File: src/rtl/rng_bias_monitor.sv
// rng_bias_monitor: runs four back-to-back monobit bias tests on a qualified RNG bit stream.
// Defining RNG_BIAS_DBG_CNT_EN adds the ones_cnt debug output.
module rng_bias_monitor #(
  parameter int TOL   = 8,
  parameter int CNT_W = 10
) (
  input  logic       clk,
  input  logic       rst,
  input  logic       rng_bit,
  input  logic       rng_valid,
  input  logic       start,
  input  logic [1:0] win_sel,
  output logic       bit_a,
  output logic       bit_b,
  output logic       bit_c,
  output logic       bit_d,
  output logic       busy,
  output logic       done
`ifdef RNG_BIAS_DBG_CNT_EN
  ,
  output logic [CNT_W-1:0] ones_cnt
`endif
);

  localparam logic [1:0] IDLE    = 2'd0;
  localparam logic [1:0] COLLECT = 2'd1;
  localparam logic [1:0] EVAL    = 2'd2;
  localparam logic [1:0] DONE    = 2'd3;

  localparam logic [CNT_W:0] TOL_EXT = (CNT_W+1)'(TOL);

  logic [1:0]       state;
  logic [1:0]       win_sel_q;
  logic [1:0]       win_idx;
  logic [CNT_W-1:0] sample_cnt;
  logic [CNT_W-1:0] ones_q;
  logic [CNT_W-1:0] win_len;
  logic [CNT_W:0]   half_ext;
  logic [CNT_W:0]   ones_ext;
  logic             biased;
  logic             last_sample;

  assign win_len  = CNT_W'(64) << win_sel_q;
  assign half_ext = {1'b0, win_len} >> 1;
  assign ones_ext = {1'b0, ones_q};

  // One extra bit keeps N/2+TOL from wrapping; the low bound is rearranged to avoid subtraction.
  assign biased      = (ones_ext > (half_ext + TOL_EXT)) || ((ones_ext + TOL_EXT) < half_ext);
  assign last_sample = rng_valid && (sample_cnt == (win_len - CNT_W'(1)));

  assign busy = (state != IDLE);
  assign done = (state == DONE);

  always_ff @(posedge clk or posedge rst) begin
    if (rst) begin
      state      <= IDLE;
      win_sel_q  <= 2'd0;
      win_idx    <= 2'd0;
      sample_cnt <= '0;
      ones_q     <= '0;
      bit_a      <= 1'b0;
      bit_b      <= 1'b0;
      bit_c      <= 1'b0;
      bit_d      <= 1'b0;
    end else begin
      case (state)
        IDLE: begin
          if (start) begin
            win_sel_q  <= win_sel;
            sample_cnt <= '0;
            ones_q     <= '0;
            win_idx    <= 2'd0;
            state      <= COLLECT;
          end
        end
        COLLECT: begin
          if (rng_valid) begin
            sample_cnt <= sample_cnt + CNT_W'(1);
            ones_q     <= ones_q + CNT_W'(rng_bit);
            if (last_sample) begin
              state <= EVAL;
            end
          end
        end
        EVAL: begin
          case (win_idx)
            2'd0: bit_a <= biased;
            2'd1: bit_b <= biased;
            2'd2: bit_c <= biased;
            2'd3: bit_d <= biased;
          endcase
          sample_cnt <= '0;
          ones_q     <= '0;
          if (win_idx == 2'd3) begin
            state <= DONE;
          end else begin
            win_idx <= win_idx + 2'd1;
            state   <= COLLECT;
          end
        end
        DONE: begin
          state <= IDLE;
        end
        default: begin
          state <= IDLE;
        end
      endcase
    end
  end

`ifdef RNG_BIAS_DBG_CNT_EN
  // Snapshot of the window just judged, kept until the next EVAL.
  always_ff @(posedge clk or posedge rst) begin
    if (rst) begin
      ones_cnt <= '0;
    end else if (state == EVAL) begin
      ones_cnt <= ones_q;
    end
  end
`endif

endmodule

File: config.mk
export PLATFORM = sky130hd
export DESIGN_NAME = rng_bias_monitor
export DESIGN_NICKNAME = d
export VERILOG_FILES = /design/src/rtl/rng_bias_monitor.sv
export SDC_FILE = /design/constraint.sdc
export NUM_CORES = 1
export LEC_CHECK = 0
export CAP_MARGIN = 20
export CORE_AREA = 2 2 69 71
export DETAILED_ROUTE_END_ITERATION = 6
export DIE_AREA = 0 0 71 73
export PLACE_DENSITY = 0.61
export SYNTH_ARGS = -nofsm -noshare
export SYNTH_HDL_FRONTEND = slang
export SYNTH_SLANG_ARGS = --single-unit
File: constraint.sdc
create_clock -name clk -period 2.2 [get_ports clk]
set_input_delay 0.22 -clock clk [delete_from_list [all_inputs] [get_ports clk]]
set_output_delay 0.22 -clock clk [all_outputs]
set_load 0.005 [all_outputs]
# --- After elaboration in Yosys (flattened, before gate mapping) ---
# Cells that the tools add are included.
word_totals:
  inputBits: 7
  reg_bits: 30
  out_inout_bits: 6
  elab_cells: 57
classes:
  mux: 13
  n_shift: 1
  order_cmp: 2
  n_reduce_logical: 15
  n_eq_ne: 11
  add_sub_neg: 6
ops:
  columns: ["cell", "count"]
  rows:
  - ["$pmux W10 S3", 2]
  - ["$mux W10", 3]
  - ["$mux W2", 6]
  - ["$add A10 B4 Y11 const B", 1]
  - ["$lt A11 B9 Y1", 1]
  - ["$add A10 B1 Y10", 1]
  - ["$add A10 B1 Y10 const B", 1]
  - ["$add A9 B4 Y10 const B", 1]
  - ["$eq A10 B10 Y1", 1]
  - ["$gt A10 B10 Y1", 1]
  - ["$reduce_and A2 Y1", 5]
  - ["$shl A7 B2 Y10 const A", 1]
  - ["$sub A10 B1 Y10 const B", 1]
  - ["$reduce_and A3 Y1", 3]
  - ["$eq A2 B2 Y1 const B", 4]
  - ["$ne A2 B2 Y1 const B", 4]
  - ["$pmux W2 S4", 1]
  - ["$eq A2 B1 Y1 const B", 2]
  - ["$logic_not A2 Y1", 2]
  - ["$pmux W2 S2", 1]
  - ["$reduce_bool A2 Y1", 2]
  - ["$reduce_bool A3 Y1", 1]
  - ["$add A2 B1 Y2 const B", 1]
  - ["$logic_and A1 B1 Y1", 1]
  - ["$logic_or A1 B1 Y1", 1]

# --- Longest topological paths before layout ---
logic_depth:
  depth_word: 7
  mapped_depth: 8
  mapped_depth_nobuf: 8

# --- Worst setup path before layout ---
# No wires, ideal clock.
synth_timing:
  kind: "reg-to-reg"
  startpoint: "register win_sel_q[0]"
  endpoint: "register bit_a"
  period_less_slack_ns: 1.807
  setup_ns: 0.153
  path_stages_with_launch: 7
  arrival_ns: 1.654
  t_required_ns: 2.047
  slack_ns: 0.393
  path_buffers: 0
  cell_sequence: "dfrtp_1 > nand2b_1 > ha_1 > a21o_1 > a211o_1 > o21bai_1 > a41oi_1"
synth_via:
  elab_chain_len: 4
  word_cells_on_any_way: 5
  cone_classes: "1 x add/sub; 2 x order compare; 1 x shift; 1 x reduce/logical"
synth_lines:
  columns: ["element", "line_no", "text"]
  rows:
  - ["start, declared", "33", "logic [1:0] win_sel_q;"]
  - ["start signal, assigned", "69", "win_sel_q <= win_sel;"]
  - ["$shl A7 B2 Y10 (*)", "43", "assign win_len = CNT_W'(64) << win_sel_q;"]
  - ["$add A9 B4 Y10", "48", "assign biased = (ones_ext > (half_ext + TOL_EXT)) || ((ones_ext + TOL_EXT) < half_ext);"]
  - ["$gt A10 B10 Y1", "48", null]
  - ["$logic_or A1 B1 Y1 (*)", "48", null]
  - ["end signal, assigned", "87", "2'd0: bit_a <= biased;"]
  - ["end, declared", "13", "output logic bit_a,"]
# Every way passes the cells marked *; elsewhere a longest branch is shown, timed or not.
# A chain may end at the register's enable or synchronous reset.

# --- Final worst setup path ---
layout_timing:
  startpoint: "register win_sel_q[0]"
  endpoint: "register bit_d"
layout_via:
  elab_chain_len: 4
  word_cells_on_any_way: 5
  cone_classes: "1 x add/sub; 2 x order compare; 1 x shift; 1 x reduce/logical"
layout_lines:
  columns: ["element", "line_no", "text"]
  rows:
  - ["$shl A7 B2 Y10 (*)", "43", null]
  - ["$add A9 B4 Y10", "48", null]
  - ["$gt A10 B10 Y1", "48", null]
  - ["$logic_or A1 B1 Y1 (*)", "48", null]
  - ["end signal, assigned", "90", "2'd3: bit_d <= biased;"]
  - ["end, declared", "16", "output logic bit_d,"]
# Marks and branches as above.

==> impl_metrics.ini <==
[run_status]
status = complete, no violations

[logic_synthesis]
synth_top_family_by_area = compound AO/OA/AOI/OAI gates
synth_area_mm2 = 0.001909
yosysTopAreaCell = dfrtp_1
yosys_warnings = 0
synth_edf_count = 0
synth_compound_area_share_pct = 19.99
synth_seq_area_share_pct = 39.32
netlist_instances = 200
synth_top_cell_area_share_pct = 39.32
yosys.area_share.simple_pct = 16.78
synthTopCellsByArea = dfrtp_1, ha_1, xnor2_1
syn_area_per_cell_um2 = 9.547
syn_nets = 222
ys_seq_elements = 30
yosys.cell_types.count = 52
synth_fa_ha_area_share_pct = 9.830
synth.area.mux_share_pct = 2.228
async_flop_share_pct = 100.0
synth_xor_area_share_pct = 6.881
synth_ff_type = dfrtp_1

[route]
final_antenna_net_count = 0
num_vias = 1510
vias_per_cell = 5.531
drc = 0
routed_wl_um = 4035
drt_iter0_drc = 93
first_pass_iters = 4
wl_per_cell_um = 14.78

[hold_path]
hp-class = input pin to asynchronous set/reset pin

[cts]
cts_root_buf = clkbuf_8
tritoncts = done
clock_sinks = 30
htree_levels = 2
cts_setup_buffers = 0
cts_max_path_buffers = 2
cts_buffers = 5
clk_latency_ns = 0.28
ctsResizeCount = 0
cts.reportedPaths.clkPinSlew_ns = 0.06
postCtsHoldBufs = 0

[pwr]
pwr-share-comb_pct = 36.7
peakVddDrop_uv = 503.0
pwr-share-clk_pct = 19.5
switching_share_pct = 39.55
p_int_w = 0.001270
p_sw_w = 0.0008310
p_per_area_mw_per_mm2 = 967.4
p_leak_nw = 0.9539
p_seq_share_pct = 43.8

[place]
dp_hpwl_um = 3046
port-buffer-count = 12
place.gp.congestion = 0.8469

[cells_and_area]
syn2layout_area_growth_pct = 13.76
regArea_um2 = 750.7
drive_gt1_share_pct = 8.676
multiInputGateArea_mm2 = 0.001064
n_fill_cell = 433
finalNetCount = 241
antenna_cells = 0
final_util_pct = 47.89
mostFrequentLayoutCells = dfrtp_1, nand2_1, nor2_1
layout_commonest_cell = dfrtp_1

[timing]
slew_viol_final = 0
setup_viol = 0
fmax_mhz = 489.1
setup_tns_ns = 0
slew_headroom_pct = 65.25
worst_slew_pin_slew_ns = 0.5193
final_hold_viol_count = 0
fin_crit_ns = 2.045
rsz0062_at_grt = false
final.period_utilization_pct = 92.94
skew_ns = 0.005645

[floorplan]
io_pins = 13
dieArea_mm2 = 0.005183
dieWidth_um = 71
core-area_mm2 = 0.004536
start_util_pct = 42.10
die_y_um = 73
rows = 25

[global_routing]
met3_usage_pct = 4.282
grt_pass1_vias = 1426
grt_max_degree = 31
track_usage_pct = 17.81
met2_usage_pct = 24.92
grt_antenna_before_repair = 0
grt.overflow.total = 0
met1_usage_pct = 26.49
grt_pass1_wl_um = 7051
top_usage_layer = met1

[flow_run]
maxCapViolCount = 0

[critical_path]
worst_ep_required_time_ns = 2.33
end_kind = flip-flop
start_kind = flip-flop
crit_arrival_ns = 2.17
path_max_fanout = 7
critical_path_class = flip-flop to flip-flop
[per-layer routing]
metal	routed length (um)	share of wire [%]	vias up
li1	-	-	770
met2	1713	42	21
met4	76	1.9	0
met1	2146	53	711
met3	98	2.4	8
met5	0	0	-
[layout make-up]
cell class | instances | area share, %
Clock buffer | 7 | 3.514
Multi-Input combinational cell | 152 | 48.96
Inverter | 11 | 1.901
Timing Repair Buffer | 19 | 7.949
Sequential cell | 30 | 34.56
Tap cell | 54 | 3.111
[cell usage after synthesis, drive strengths merged (2+ instances only)]
cell type and instances:
dfrtp 30, nand2 18, nor2 17, ha 15
a21oi 12, inv 11, o21ai 11, xnor2 10
xor2 5, a211oi 4, a41oi 4, clkbuf 4
nand3 4, buf 3, nand2b 3, nor4 3
o2111ai 3, a21o 2, a32oi 2, and2 2
mux2 2, mux2i 2, nand4 2, nand4b 2
nor3 2, o211ai 2, o21bai 2, o22ai 2
o31ai 2, or3 2
[stage by stage]
step | std cells | instance area [um2] | setup WS (ns) | hold WS (ns) | total power (W)
5_1_grt | 273 | 2172 | 0.001427 | 0.3613 | 0.002286
6_report | 273 | 2172 | 0.1553 | 0.3120 | 0.002101
3_3_place_gp | 266 | 2096 | 0.1667 | 0.5190 | 0.001696
3_5_place_dp | 266 | 2096 | 0.1746 | 0.5142 | 0.001692
4_1_cts | 273 | 2172 | 0.1620 | 0.3318 | 0.002116
2_1_floorplan | 200 | 1909 | 0.3929 | 0.3108 | 0.001479
[registers in the layout, summed over array words and instances, names as in the netlist, 2 cells and up]
name        cells
sample_cnt     10
state           2
win_sel_q       2
win_idx         2
ones_q         10
[path summary, 6_finish.rpt]
check | from | to | slack, ns | cells past startpoint
min in group clk | sample_cnt[1] | sample_cnt[1] | 0.54 | 2
worst max-delay path | win_sel_q[0] | bit_d | 0.16 | 6
worst min-delay path | rst | bit_a | 0.31 | 3
worst min register to register | sample_cnt[1] | sample_cnt[1] | 0.54 | 2
max in group asynchronous | rst | sample_cnt[8] | 1.60 | 3
worst max register to register | win_sel_q[0] | bit_d | 0.16 | 6
[worst max-delay path, cell delays in order (launching register included)]
cell      delay, ns
dfrtp_1        0.43
nand2b_1       0.22
ha_1           0.32
a21o_1         0.16
a211o_1        0.29
o21bai_1       0.31
a41oi_1        0.16
[power by group through the flow]
stage / Combinational [W] / Sequential [W] / Clock, W
floorplan: 0.000620 / 0.000859 / 0
global placement: 0.000770 / 0.000926 / 0
detailed placement: 0.000769 / 0.000922 / 0
CTS: 0.000776 / 0.000915 / 0.000425
global route: 0.000882 / 0.000951 / 0.000453
finish: 0.000771 / 0.000920 / 0.000411
[logic make-up after synthesis]
| family | count (synthesis) |
|---|---|
| multiplexers | 4 |
| AO/OA/AOI/OAI | 55 |
| buffers and inverters | 18 |
| flip-flops | 30 |
| XOR/XNOR | 15 |
| AND/OR/NAND/NOR | 63 |
| adder cells (fa/ha/maj) | 15 |
Note: power is estimated with default switching activity, not from simulation.
